[src/rtl/gray_threshold_if.sv]
// Handshake/memory bundle between the binarization stage and its environment.
// The master side issues the start pulse and returns source bytes; the slave
// side (the gray_threshold block) drives both memory ports and the status.
interface gray_threshold_if #(
    parameter int BYTE_WIDTH = 8,
    parameter int ADDR_WIDTH = 20
);
    logic                  in_valid;
    logic [BYTE_WIDTH-1:0] src_data;
    logic                  src_ren;
    logic [ADDR_WIDTH-1:0] src_addr;
    logic                  dst_wen;
    logic [ADDR_WIDTH-1:0] dst_addr;
    logic [BYTE_WIDTH-1:0] dst_data;
    logic [BYTE_WIDTH-1:0] threshold;
    logic                  done;

    modport master (
        output in_valid, src_data,
        input  src_ren, src_addr, dst_wen, dst_addr, dst_data, threshold, done
    );

    modport slave (
        input  in_valid, src_data,
        output src_ren, src_addr, dst_wen, dst_addr, dst_data, threshold, done
    );
endinterface

[src/rtl/gray_threshold.sv]
// Global-mean binarization of a gray BMP (B=G=R triplets after a byte header).
// Pass 1 averages the B bytes, pass 2 copies the header and writes 0/255 pixels.
//
//   state      | meaning
//   -----------+------------------------------------------------------------
//   S_IDLE     | waiting for in_valid
//   S_SUM      | one B-byte read per cycle, accumulating the previous return
//   S_SUM_TAIL | accumulate the last returned byte
//   S_DIV      | restoring divide sum / PIXEL_COUNT, one quotient bit per cycle
//   S_HDR      | read header byte i; byte i-1 is written this cycle
//   S_BIN_RD   | read B byte of pixel k (last header write lands here)
//   S_BIN_WR   | write 0/255 to the three bytes of pixel k
//   S_DONE     | done=1, waiting for a restart
module gray_threshold #(
    parameter int BYTE_WIDTH  = 8,
    parameter int ADDR_WIDTH  = 20,
    parameter int HEADER_SIZE = 54,
    parameter int PIXEL_COUNT = 262144,
    parameter int SUM_W       = BYTE_WIDTH + $clog2(PIXEL_COUNT + 1)
) (
    input  logic             clk,
    input  logic             rst_n,
    gray_threshold_if.slave  bus
);
    typedef enum logic [2:0] {
        S_IDLE, S_SUM, S_SUM_TAIL, S_DIV, S_HDR, S_BIN_RD, S_BIN_WR, S_DONE
    } state_t;

    localparam int CNT_W = SUM_W;
    localparam logic [ADDR_WIDTH-1:0] HDR_BASE = ADDR_WIDTH'(HEADER_SIZE);
    localparam logic [ADDR_WIDTH-1:0] HDR_LAST = ADDR_WIDTH'(HEADER_SIZE - 1);
    localparam logic [ADDR_WIDTH-1:0] PIX_STEP = ADDR_WIDTH'(3);
    localparam logic [CNT_W-1:0]      PIX_LAST = CNT_W'(PIXEL_COUNT - 1);
    localparam logic [CNT_W-1:0]      DIV_LAST = CNT_W'(SUM_W - 1);
    localparam logic [CNT_W-1:0]      CNT_ONE  = CNT_W'(1);

    state_t                r_state;
    logic [SUM_W-1:0]      r_acc;
    logic [SUM_W-2:0]      r_rem;
    logic [CNT_W-1:0]      r_cnt;
    logic [1:0]            r_sub;
    logic                  r_src_ren;
    logic [ADDR_WIDTH-1:0] r_src_addr;
    logic                  r_dst_wen;
    logic [ADDR_WIDTH-1:0] r_dst_addr;
    logic [BYTE_WIDTH-1:0] r_dst_data;
    logic [BYTE_WIDTH-1:0] r_threshold;
    logic                  r_done;
    logic                  r_pass_hdr;
    logic                  r_pass_bin;

    logic [SUM_W-1:0]      w_rem_sh;
    logic                  w_ge;
    logic [SUM_W-2:0]      w_diff;
    logic [SUM_W-1:0]      w_quo;
    logic [BYTE_WIDTH-1:0] w_bin;
    logic [BYTE_WIDTH-1:0] w_dst_data;

    // Remainder stays below PIXEL_COUNT, so the difference fits one bit narrower.
    assign w_rem_sh = {r_rem, r_acc[SUM_W-1]};
    assign w_ge     = (w_rem_sh >= SUM_W'(PIXEL_COUNT));
    assign w_diff   = w_rem_sh[SUM_W-2:0] - (SUM_W-1)'(PIXEL_COUNT);
    assign w_quo    = {r_acc[SUM_W-2:0], w_ge};

    // The source returns data in the cycle the write must happen, so the write
    // data is steered straight from src_data on those cycles and held otherwise.
    assign w_bin      = (bus.src_data >= r_threshold) ? {BYTE_WIDTH{1'b1}} : '0;
    assign w_dst_data = r_pass_hdr ? bus.src_data : (r_pass_bin ? w_bin : r_dst_data);

    assign bus.src_ren   = r_src_ren;
    assign bus.src_addr  = r_src_addr;
    assign bus.dst_wen   = r_dst_wen;
    assign bus.dst_addr  = r_dst_addr;
    assign bus.dst_data  = w_dst_data;
    assign bus.threshold = r_threshold;
    assign bus.done      = r_done;

    // Sequencer: state, datapath registers and registered memory controls.
    always_ff @(posedge clk or negedge rst_n) begin
        if (!rst_n) begin
            r_state     <= S_IDLE;
            r_acc       <= '0;
            r_rem       <= '0;
            r_cnt       <= '0;
            r_sub       <= '0;
            r_src_ren   <= 1'b0;
            r_src_addr  <= '0;
            r_dst_wen   <= 1'b0;
            r_dst_addr  <= '0;
            r_dst_data  <= '0;
            r_threshold <= '0;
            r_done      <= 1'b0;
            r_pass_hdr  <= 1'b0;
            r_pass_bin  <= 1'b0;
        end else begin
            r_pass_hdr <= 1'b0;
            r_pass_bin <= 1'b0;
            if (r_pass_hdr || r_pass_bin) begin
                r_dst_data <= w_dst_data;
            end
            case (r_state)
                S_IDLE, S_DONE: begin
                    if (bus.in_valid) begin
                        r_state     <= S_SUM;
                        r_acc       <= '0;
                        r_rem       <= '0;
                        r_cnt       <= '0;
                        r_sub       <= '0;
                        r_threshold <= '0;
                        r_done      <= 1'b0;
                        r_src_ren   <= 1'b1;
                        r_src_addr  <= HDR_BASE;
                    end
                end
                S_SUM: begin
                    if (r_cnt != '0) begin
                        r_acc <= r_acc + SUM_W'(bus.src_data);
                    end
                    if (r_cnt == PIX_LAST) begin
                        r_state   <= S_SUM_TAIL;
                        r_src_ren <= 1'b0;
                        r_cnt     <= '0;
                    end else begin
                        r_cnt      <= r_cnt + CNT_ONE;
                        r_src_addr <= r_src_addr + PIX_STEP;
                    end
                end
                S_SUM_TAIL: begin
                    r_acc   <= r_acc + SUM_W'(bus.src_data);
                    r_rem   <= '0;
                    r_cnt   <= '0;
                    r_state <= S_DIV;
                end
                S_DIV: begin
                    r_rem <= w_ge ? w_diff : w_rem_sh[SUM_W-2:0];
                    r_acc <= w_quo;
                    if (r_cnt == DIV_LAST) begin
                        r_threshold <= w_quo[BYTE_WIDTH-1:0];
                        r_state     <= S_HDR;
                        r_src_ren   <= 1'b1;
                        r_src_addr  <= '0;
                        r_cnt       <= '0;
                    end else begin
                        r_cnt <= r_cnt + CNT_ONE;
                    end
                end
                S_HDR: begin
                    r_dst_wen  <= 1'b1;
                    r_dst_addr <= r_src_addr;
                    r_pass_hdr <= 1'b1;
                    if (r_src_addr == HDR_LAST) begin
                        r_state    <= S_BIN_RD;
                        r_src_addr <= HDR_BASE;
                    end else begin
                        r_src_addr <= r_src_addr + ADDR_WIDTH'(1);
                    end
                end
                S_BIN_RD: begin
                    r_src_ren  <= 1'b0;
                    r_dst_wen  <= 1'b1;
                    r_dst_addr <= r_src_addr;
                    r_pass_bin <= 1'b1;
                    r_sub      <= '0;
                    r_state    <= S_BIN_WR;
                end
                S_BIN_WR: begin
                    if (r_sub == 2'd2) begin
                        r_dst_wen <= 1'b0;
                        if (r_cnt == PIX_LAST) begin
                            r_state <= S_DONE;
                            r_done  <= 1'b1;
                        end else begin
                            r_state    <= S_BIN_RD;
                            r_src_ren  <= 1'b1;
                            r_src_addr <= r_src_addr + PIX_STEP;
                            r_cnt      <= r_cnt + CNT_ONE;
                        end
                    end else begin
                        r_sub      <= r_sub + 2'd1;
                        r_dst_addr <= r_dst_addr + ADDR_WIDTH'(1);
                    end
                end
                default: r_state <= S_IDLE;
            endcase
        end
    end
endmodule

[src/flat_wrapper.sv]
// flat-port wrapper written by rule: the top's interface ports become plain ports
module gray_threshold_flat 
#(
    parameter int BYTE_WIDTH  = 8,
    parameter int ADDR_WIDTH  = 20,
    parameter int HEADER_SIZE = 54,
    parameter int PIXEL_COUNT = 262144,
    parameter int SUM_W       = BYTE_WIDTH + $clog2(PIXEL_COUNT + 1)
)
  (clk, rst_n, bus_in_valid, bus_src_data, bus_src_ren, bus_src_addr, bus_dst_wen, bus_dst_addr, bus_dst_data, bus_threshold, bus_done);
  gray_threshold_if #(.BYTE_WIDTH(BYTE_WIDTH), .ADDR_WIDTH(ADDR_WIDTH)) bus_i ();
  input  logic clk;
  input  logic rst_n;
  input wire logic [$bits(bus_i.in_valid)-1:0] bus_in_valid;
  input wire logic [$bits(bus_i.src_data)-1:0] bus_src_data;
  output wire logic [$bits(bus_i.src_ren)-1:0] bus_src_ren;
  output wire logic [$bits(bus_i.src_addr)-1:0] bus_src_addr;
  output wire logic [$bits(bus_i.dst_wen)-1:0] bus_dst_wen;
  output wire logic [$bits(bus_i.dst_addr)-1:0] bus_dst_addr;
  output wire logic [$bits(bus_i.dst_data)-1:0] bus_dst_data;
  output wire logic [$bits(bus_i.threshold)-1:0] bus_threshold;
  output wire logic [$bits(bus_i.done)-1:0] bus_done;
  assign bus_i.in_valid = bus_in_valid;
  assign bus_i.src_data = bus_src_data;
  assign bus_src_ren = bus_i.src_ren;
  assign bus_src_addr = bus_i.src_addr;
  assign bus_dst_wen = bus_i.dst_wen;
  assign bus_dst_addr = bus_i.dst_addr;
  assign bus_dst_data = bus_i.dst_data;
  assign bus_threshold = bus_i.threshold;
  assign bus_done = bus_i.done;
  gray_threshold #(.BYTE_WIDTH(BYTE_WIDTH), .ADDR_WIDTH(ADDR_WIDTH), .HEADER_SIZE(HEADER_SIZE), .PIXEL_COUNT(PIXEL_COUNT), .SUM_W(SUM_W)) u_core (.clk(clk), .rst_n(rst_n), .bus(bus_i));
endmodule
[config.mk]
export PLATFORM = sky130hd
export DESIGN_NAME = gray_threshold_flat
export DESIGN_NICKNAME = d
export VERILOG_FILES = /design/src/rtl/gray_threshold_if.sv /design/src/rtl/gray_threshold.sv /design/src/flat_wrapper.sv
export SDC_FILE = /design/constraint.sdc
export NUM_CORES = 1
export LEC_CHECK = 0
export ABC_AREA = 1
export BUFFER_PORTS_ARGS = -buffer_cell sky130_fd_sc_hd__buf_2
export CAP_MARGIN = 30
export CELL_PAD_IN_SITES_DETAIL_PLACEMENT = 1
export CELL_PAD_IN_SITES_GLOBAL_PLACEMENT = 1
export CORE_AREA = 8 8 189 191
export DETAILED_ROUTE_END_ITERATION = 12
export DIE_AREA = 0 0 197 199
export PLACE_DENSITY_LB_ADDON = 0.1
export SYNTH_ARGS = -nofsm -noshare
export SYNTH_HDL_FRONTEND = slang
export SYNTH_SLANG_ARGS = --single-unit
[constraint.sdc]
create_clock -name clk -period 2 [get_ports clk]
set_clock_uncertainty 0.15 [all_clocks]
set_input_delay 0.1 -clock clk [delete_from_list [all_inputs] [get_ports clk]]
set_output_delay 0.1 -clock clk [all_outputs]
set_load 0.005 [all_outputs]
-- Word level (Yosys, flattened, before mapping)
Index checks and enable logic that the tools add are counted.
- bits in registers: 146
- input port bits: 11
- output and inout bits: 59
- logic and storage cells: 117
- add/subtract/negate cells: 7
- magnitude comparators: 2
- equality and inequality tests: 20
- multiplexer cells: 49
- reduce and logical (&&, ||, !) cells: 25
- operator list (cell ; count):
    27-bit 2-to-1 mux ; 6
    27-bit case mux with 5 select lines ; 1
    20-bit 2-to-1 mux ; 6
    27-bit case mux with 4 select lines ; 1
    20-bit case mux with 5 select lines ; 1
    26-bit case mux with 3 select lines ; 1
    26-bit 2-to-1 mux ; 2
    20-bit by 1-bit adder with 20-bit output, second input constant ; 2
    8-bit 2-to-1 mux ; 5
    20-bit case mux with 2 select lines ; 1
    27-bit by 1-bit adder with 27-bit output, second input constant ; 1
    27-bit by 8-bit adder with 27-bit output ; 1
    27-bit by 18-bit == test with 1-bit output, second input constant ; 1
    27-bit by 5-bit == test with 1-bit output, second input constant ; 1
    27-bit by 19-bit greater-or-equal comparator with 1-bit output, second input constant ; 1
    27-bit nonzero test ; 1
    26-bit by 19-bit subtractor with 26-bit output, second input constant ; 1
    3-bit case mux with 7 select lines ; 1
    20-bit by 2-bit adder with 20-bit output, second input constant ; 1
    20-bit by 6-bit == test with 1-bit output, second input constant ; 1
    8-bit case mux with 2 select lines ; 1
    3-bit 2-to-1 mux ; 5
    5-bit nonzero test ; 3
    3-bit == test, second input constant ; 4
    other kinds (23) ; 54

-- Logic depth before layout (Yosys ltp)
Gate-level depths: netlist (run 1).
- word-level depth: 4
- mapped depth: 13
- depth with buffers taken out: 13

-- Least setup slack after synthesis (run 1)
No wires, ideal clock.
- path type: reg2reg
- start: register u_core.r_acc[0]
- end: register u_core.r_acc[6]
- setup time: 0.117 ns
- arrival: 1.853 ns
- setup slack: -0.120 ns
- cell stages (with the launch flop): 12
- path buffers: 0
- period minus slack after synthesis: 2.120 ns
- cells stage by stage: dfrtp_1 > ha_1 > fa_1 > nand3_1 > nand3_1 > nand2_1 > nand2_1 > or2_2 > nand3_1 > nand2_1 > nand2_1 > nand2_1
- longest elaborated chain between the ends: 3
- ends and longest elaborated chain (element ; line ; text):
    start, declared ; gray_threshold.sv:38 ; logic [SUM_W-1:0] r_acc;
    start signal, assigned ; gray_threshold.sv:117 ; r_acc <= r_acc + SUM_W'(bus.src_data);
    start signal, assigned ; gray_threshold.sv:129 ; r_acc <= r_acc + SUM_W'(bus.src_data);
    start signal, assigned ; gray_threshold.sv:136 ; r_acc <= w_quo;
    27-bit by 8-bit adder with 27-bit output (*) ; gray_threshold.sv:117, gray_threshold.sv:129 ;
    27-bit 2-to-1 mux ; gray_threshold.sv:116 ; if (r_cnt != '0) begin
    27-bit case mux with 4 select lines (*) ; gray_threshold.sv:101 ; case (r_state)
Mark *: on every way between the ends. The rest lies on a longest branch, timed or not. The select of a mux whose other input is x is not followed.
A chain may end at the register's enable or synchronous reset.

-- Final worst setup path (run 1)
- start: register u_core.r_threshold[5] (netlist: u_core.bus.threshold[5])
- end: output bus_dst_data[1]
- longest elaborated chain between the ends: 4
- ends and longest elaborated chain (element ; line ; text):
    start, declared ; gray_threshold.sv:47 ; logic [BYTE_WIDTH-1:0] r_threshold;
    start signal, assigned ; gray_threshold.sv:138 ; r_threshold <= w_quo[BYTE_WIDTH-1:0];
    8-bit greater-or-equal comparator ; gray_threshold.sv:67 ; assign w_bin = (bus.src_data >= r_threshold) ? {BYTE_WIDTH{1'b1}} : '0;
    8-bit 2-to-1 mux ; gray_threshold.sv:67 ;
    8-bit 2-to-1 mux (2 in series) ; gray_threshold.sv:68 ; assign w_dst_data = r_pass_hdr ? bus.src_data : (r_pass_bin ? w_bin : r_dst_data);
    end, declared ; flat_wrapper.sv:20 ; output wire logic [$bits(bus_i.dst_data)-1:0] bus_dst_data;
Every way passes these cells.

==> results.md, run 1 <==
* Final instance area at 15,360 um2
* Total gr overflow at 0
* Final WL at 42,350 um
* CP max-delay cell: dfrtp_1
* Pwr Density at 1373 nW/um2
* Synth warn at 0
* Max-cap violations at 0
* CTS H-tree depth at 4
* Detailed-route via count at 11,710
* Post-synthesis cell type count at 43
* Synth top area cells: dfrtp_1 (35%), nand2_1 (18%), nand3_1 (7.5%)
* Kind of critical path: reg -> out
* Die W at 197 um
* RD Place Congestion at 0.8473
* Die area at 39,200 um2
* Die H at 199 um
* Max Root-Sink Buffers at 2
* Max-slew violations at 0
* Via density at 5.031
* Drt wl/cell at 18.19 um
* Yosys reg bits at 146
* First-pass GRT wire length at 65,720 um
* Achievable Freq at 0.4213 GHz
* Worst Path Arrival at 2120 ps
* Worst hold path class: in -> async
* Hold_ws at 20.64 ps
* Largest net degree at the start of global routing at 45
* Starting Density at 31.50%
* Mapped Nets at 1,607
* Final hold vios at 0
* Status: finished with violations
* # fillers at 4,112
* Gate Count Post-Synth at 1,569
* Clk_lat worst skew at 460 ps
* RSZ-0062 raised after global routing: true
* CTS tree: done
* Fin worst setup slack at -373.8 ps
* Crit path capture type: output port
* Cell Count, Final, Fillers Out at 2,328
* Final min period at 2374 ps
* Final Util at 46.74%
* Prevailing post-synth register cell: dfrtp_1
* Fin crit share at 118.7%
* DRC Markers at 0
* Initial antenna violation count at 0
* Dpl cells at 2,238
* Area share of the largest cell type after synthesis at 35.30%
* GRT Util Overall at 21.05%
* Crit path max fanout at 7
* Post-DP Area at 12,720 um2
* Endpoints failing setup at 54
* Area of the core at 32,860 um2
* Number of global-route vias before repair at 12,300
* I/O Buffers at 69
* Worst slew margin at 67.69%
* Part of the Yosys area used for sequential elements at 35.30%
* P_leak at 7.434 nW
* Largest area contributor in the netlist: dfrtp_1
* Synth Cell Area at 10,350 um2
* Initial DRC count at 628
* # nets final at 1,906
* Worst-path clk slew at 70 ps
* Share of post-route cells with drive strength above 1 at 34.68%
* Row cnt at 67
* Root Driver: clkbuf_16
* Cells along the critical path: inv_2, ha_4, a21oi_1, o2111ai_2, nand3b_1, buf_6, buf_12, nand2_1, buf_2
* Startpoint Class: flop
* Pre-CTS setup slack at -120.1 ps
* Area grow syn2layout at 48.37%
* Ports at 70
* Post-DP HPWL at 29,820 um
* N_diodes at 0
* Router iterations before antenna repair at 5
* Number of synthesized flops with an enable pin at 0
* Peak supply drop at 0.8403 mV
* Synth Area per Inst at 6.597 um2
* Final ANT Viol Nets at 0
* Critical path required time at 1750 ps
* Delay of the slowest critical-path stage at 390 ps
* Num CTS Buffers at 17
* Violated checks: setup timing
* Worst-Margin Slew at 484.6 ps
* Sink Count at 146
* Async SR Flop Fraction at 100.0%
## registers in the layout (all words and copies together) (netlist names)
register and count:
u_core.r_pass_hdr 1, u_core.r_cnt 27, u_core.bus.dst_addr 20, u_core.r_state 3
u_core.bus.src_addr 20, u_core.bus.dst_wen 1, u_core.bus.done 1, u_core.r_pass_bin 1
u_core.r_rem 26, u_core.bus.src_ren 1, u_core.r_acc 27, u_core.r_sub 2
u_core.bus.threshold 8, u_core.r_dst_data 8
## worst max-delay path, delay by kind of cell (launching register included)
kind / cells / cell delay, ps
fa+ha+maj: 1 / 200
simple gates: 2 / 180
compound gates: 2 / 420
flops: 1 / 390
buf+inv: 4 / 460
## where the power goes
part	switching, W	internal, W
clock	0.00153	0.00174
sequential	0.000822	0.00369
combinational	0.00754	0.00577
## path summary, 6_finish.rpt
path	slack, ps	start	to	depth (start not counted)
min	20	rst_n	u_core.r_dst_data[1]	2
max in group asynchronous	1050	rst_n	u_core.r_cnt[11]	3
min reg2reg	350	u_core.r_sub[1]	u_core.r_sub[1]	2
max	-370	u_core.bus.threshold[5]	bus_dst_data[1]	9
max reg2reg	-200	u_core.r_cnt[1]	u_core.bus.src_addr[2]	12
min in group clk	130	bus_src_data[6]	u_core.r_acc[6]	7
## per-layer routing
layer,global-route usage [%],up-vias,part of all wire [%]
li1,-,5682,-
met1,26.81,5803,45
met2,36.02,177,49
met3,3.451,51,3.0
met4,6.631,0,2.4
met5,0,-,0
## layout make-up
type | count | area [um2] | area share (%)
Multi-Input combinational cell | 1188 | 7017 | 45.69
Clock inverter | 14 | 145.1 | 0.9450
Timing Repair Buffer | 324 | 2804 | 18.26
Sequential cell | 146 | 3662 | 23.85
Clock buffer | 17 | 425.4 | 2.770
Tap cell | 448 | 560.5 | 3.650
Inverter | 191 | 744.5 | 4.847
## through the flow
stage / total power [W] / TNS (ps)
2_1_floorplan: 0.009483 / 0
3_3_place_gp: 0.01379 / -1831
3_5_place_dp: 0.01398 / -2777
4_1_cts: 0.01906 / -3784
5_1_grt: 0.02249 / -14290
6_report: 0.02109 / -7053
## cell families after synthesis
kind of cell	synth area share (%)
AND/OR/NAND/NOR	37.17
buffers and inverters	9.198
AO/OA/AOI/OAI	12.38
flip-flops	35.30
XOR/XNOR	2.623
adder cells (fa/ha/maj)	3.336
## placed cells by master, fill, tap and decap left out, types with 12 or more instances in the layout
cell and n:
a21oi_1 30, a21oi_2 16, buf_12 17, buf_2 63, buf_4 186, buf_6 37
clkbuf_16 22, dfrtp_1 139, ha_4 14, inv_1 172, inv_2 12, nand2_1 387
nand2_2 69, nand2_4 36, nand3_1 122, nand3_2 28, nand4_1 31, nor2_1 139
nor2_2 31, nor2_4 22, nor3_1 16, o21ai_0 66, o21ai_1 22, o21ai_2 36
o22ai_1 22, xor2_1 27
## cells in the mapped netlist, types with 4 or more instances
cell type and n:
o22ai_1 22, o21ai_0 83, nand3_1 155, nand2_2 9
nor2_4 4, inv_1 179, o21ai_1 28, ha_1 26
nor2_2 8, nor2_1 180, inv_2 12, buf_2 23
buf_6 4, nand4_1 31, dfrtp_1 146, nand2_1 484
clkbuf_1 12, a21oi_1 46, a31oi_1 4, o211ai_1 6
xor2_1 29, o21ai_2 15, a22oi_1 12, nor3_1 19
## what timing repair did
action,in CTS,in global routing
gates cloned,5,6
pin swaps,32,80
hold buffers,11,0
gates resized for setup,109,290
hold endpoints to repair,156,0
setup buffers,27,20
setup endpoints to repair,70,108
No activity file was read; power rests on OpenSTA's default activity.
==> run 2, diff against run 1 <==
--- a/config.mk
+++ b/config.mk
@@ -5,14 +5,13 @@
 export SDC_FILE = /design/constraint.sdc
 export NUM_CORES = 1
 export LEC_CHECK = 0
-export ABC_AREA = 1
 export BUFFER_PORTS_ARGS = -buffer_cell sky130_fd_sc_hd__buf_2
 export CAP_MARGIN = 30
 export CELL_PAD_IN_SITES_DETAIL_PLACEMENT = 1
 export CELL_PAD_IN_SITES_GLOBAL_PLACEMENT = 1
-export CORE_AREA = 8 8 189 191
+export CORE_AREA = 8 8 174 176
 export DETAILED_ROUTE_END_ITERATION = 12
-export DIE_AREA = 0 0 197 199
+export DIE_AREA = 0 0 182 184
 export PLACE_DENSITY_LB_ADDON = 0.1
 export SYNTH_ARGS = -nofsm -noshare
 export SYNTH_HDL_FRONTEND = slang
==> constraint.sdc (replaced) <==
create_clock -name clk -period 2 [get_ports clk]
set_clock_uncertainty 0.15 [all_clocks]
set_input_delay 0.1 -clock clk [delete_from_list [all_inputs] [get_ports clk]]
set_output_delay 0.1 -clock clk [all_outputs]
set_load 0.1 [all_outputs]
==> run 2 against run 1 <==
Compared with the run above:
- utilization increased by 5.7 points
- highest routed layer unchanged
- synthesized cell count decreased by 36%
- register-to-register slack got worse by 320 ps
- largest cell class unchanged
- hold slack got worse by 4.0 ps
- fmax decreased by 10%
- cell area decreased by 6.2%
- the run still ends with setup timing left
- critical path depth increased by 1
==> results.md, run 2 <==
* Router iterations before antenna repair at 5
* Starting Density at 31.59%
* WL met3 at 944 um
* Largest regs: u_core.r_acc (27), u_core.r_cnt (27), u_core.r_rem (26)
* Commonest non-fill, non-tap cell in the layout: buf_4
* Final hold vios at 0
* Kind of critical path: reg -> out
* Largest area contributor in the netlist: dfrtp_1
* Async SR Flop Fraction at 100.0%
* Fin worst setup slack at -645.3 ps
* Via density at 5.390
* Max Root-Sink Buffers at 2
* Ports at 70
* Number of synthesized flops with an enable pin at 0
* Final min period at 2645 ps
* Status: finished with violations
* CTS H-tree depth at 4
* Synth warn at 0
* Num CTS Buffers at 17
* Die H at 184 um
* Worst-path clk slew at 70 ps
* N_diodes at 0
* # nets final at 1,402
* Initial DRC count at 321
* # fillers at 3,062
* Area of the core at 27,480 um2
* Row cnt at 61
* Post-DP HPWL at 21,880 um
* Largest net degree at the start of global routing at 55
* Final instance area at 14,400 um2
* Worst-Margin Slew at 504.4 ps
* Mapped Nets at 1,039
* RSZ-0062 raised after global routing: true
* Area grow syn2layout at 65.95%
* Area share of the largest cell type after synthesis at 42.09%
* Share of post-route cells with drive strength above 1 at 50.69%
* Initial antenna violation count at 0
* Peak supply drop at 0.5274 mV
* Number of global-route vias before repair at 9,754
* Critical path required time at 1750 ps
* Synth Cell Area at 8680 um2
* Top-count cell post-synth: dfrtp_1
* Final ANT Viol Nets at 0
* Highest routed layer: met4
* Total gr overflow at 0
* Part of the Yosys area used for sequential elements at 42.09%
* Root Driver: clkbuf_16
* Gate Count Post-Synth at 1,001
* Violated checks: setup timing
* Fin crit share at 132.3%
* Crit path max fanout at 7
* Detailed-route via count at 9,287
* Startpoint Class: flop
* Most instantiated cells after synthesis: dfrtp_1 (146), nand2_1 (116), nor2_1 (103)
* Endpoints failing setup at 108
* Yosys reg bits at 146
* DRC Markers at 0
* Max-cap violations at 0
* Worst Path Arrival at 2400 ps
* Max-slew violations at 0
* RD Place Congestion at 0.8323
* CTS tree: done
* Sum of negative setup slack at -41,320 ps
* P_leak at 6.139 nW
* Achievable Freq at 0.3780 GHz
* Synth Area per Inst at 8.671 um2
* GRT Util Overall at 19.50%
* Worst R2R Setup Slack at -520 ps
* First-pass GRT wire length at 52,710 um
* Metal2 WL at 17,810 um
* Die area at 33,490 um2
* Synth top area cells: dfrtp_1 (42%), o21ai_0 (5.4%), nand2_1 (5.0%)
* Post-DP Area at 11,780 um2
* Final WL at 34,880 um
* Worst hold path class: in -> async
* Met1 WL at 15,690 um
* Sink Count at 146
* Die W at 182 um
* Crit path capture type: output port
* Drt wl/cell at 20.24 um
* Most frequent cells in the layout: buf_4 (250), dfrtp_1 (104), nand2_1 (98)
* Pwr Density at 475.3 nW/um2
* Post-synthesis cell type count at 74
* Clk_lat worst skew at 430 ps
* I/O Buffers at 69
* Worst slew margin at 66.61%
* Prevailing post-synth register cell: dfrtp_1
## run 2: changes by cell type after synthesis, moves of 17 or more
cell and delta:
a21oi_1 +21, nand2_1 -368, buf_2 -17, inv_1 -148, clkbuf_1 +23, nor2_1 -77
nand3_1 -118, a31oi_1 +19, and3_1 +17, a22o_1 +27, o21ai_1 -24
## run 2: area by class of cell
| type | count | area, um2 | area share [%] |
|---|---|---|---|
| Timing Repair Buffer | 393 | 3396 | 23.58 |
| Tap cell | 346 | 432.9 | 3.006 |
| Multi-Input combinational cell | 775 | 6096 | 42.32 |
| Clock inverter | 15 | 193.9 | 1.346 |
| Inverter | 31 | 116.4 | 0.8079 |
| Clock buffer | 17 | 425.4 | 2.953 |
| Sequential cell | 146 | 3744 | 25.99 |
## run 2: final timing paths
kind,endpoint,startpoint,cells after the start
setup reg to reg,u_core.r_rem[22],u_core.r_rem[2],7
hold reg to reg,u_core.bus.src_ren,u_core.bus.src_ren,1
setup / recovery,bus_dst_data[3],u_core.bus.threshold[0],10
max in group asynchronous,u_core.r_rem[14],rst_n,3
min in group clk,u_core.r_dst_data[0],bus_src_data[0],3
hold / removal,u_core.r_dst_data[5],rst_n,2
## run 2: per-layer routing
layer  up-vias  track usage, %
li1       4425               -
met1      4695           24.91
met2       135           34.19
met3        32           3.498
met4         0           3.739
met5         -               0
## run 2: cell families (layout without fill, tap and decap cells)
kind of cell / after synthesis / count (layout) / synth area share (%)
xor gates and xnor gates: 34 / 34 / 3.431
adders and majority gates: 29 / 29 / 4.209
AOI/OAI and AO/OA: 316 / 316 / 24.00
and+or+nand+nor: 391 / 393 / 21.95
DFF: 146 / 146 / 42.09
buffers and inverters: 82 / 456 / 3.950
muxes: 3 / 3 / 0.3604
## run 2: worst max-delay path, stage by stage (launching register included)
cell and delay [ps]:
dfrtp_4 490, ha_4 260, nand2b_4 120, a21oi_4 50, nor2b_1 120, o21ai_1 80, a21o_1 180, a21oi_4 150
buf_6 160, o221a_4 190, buf_12 170
## run 2: timing repair
item,4_1_cts,5_1_grt
hold buffers,7,0
pin swaps,78,111
gates resized for setup,165,151
setup endpoints to repair,111,134
setup buffers,37,36
endpoints found under the hold margin,152,0
cloned,6,7
## run 2: power by group
group | internal, W | switching (W)
Clock | 0.00201 | 0.00153
Sequential | 0.00295 | 0.00000207
Combinational | 0.000162 | 0.000194
Total | 0.00513 | 0.00172
## run 2: metrics by stage
| stage | worst slack, ps | instances | hold slack (ps) | power [W] | utilization, % |
|---|---|---|---|---|---|
| detailed placement | -545.3 | 1609 | -99.21 | 0.003299 | 42.87 |
| global placement | -522.8 | 1609 | -107.3 | 0.003293 | 42.87 |
| finish | -645.3 | 1723 | 16.61 | 0.006847 | 52.42 |
| CTS | -680.3 | 1689 | 6.269 | 0.006919 | 48.88 |
| global route | -760.3 | 1723 | 13.54 | 0.007078 | 52.42 |
| floorplan | -576.4 | 1001 | -345.6 | 0.003112 | - |
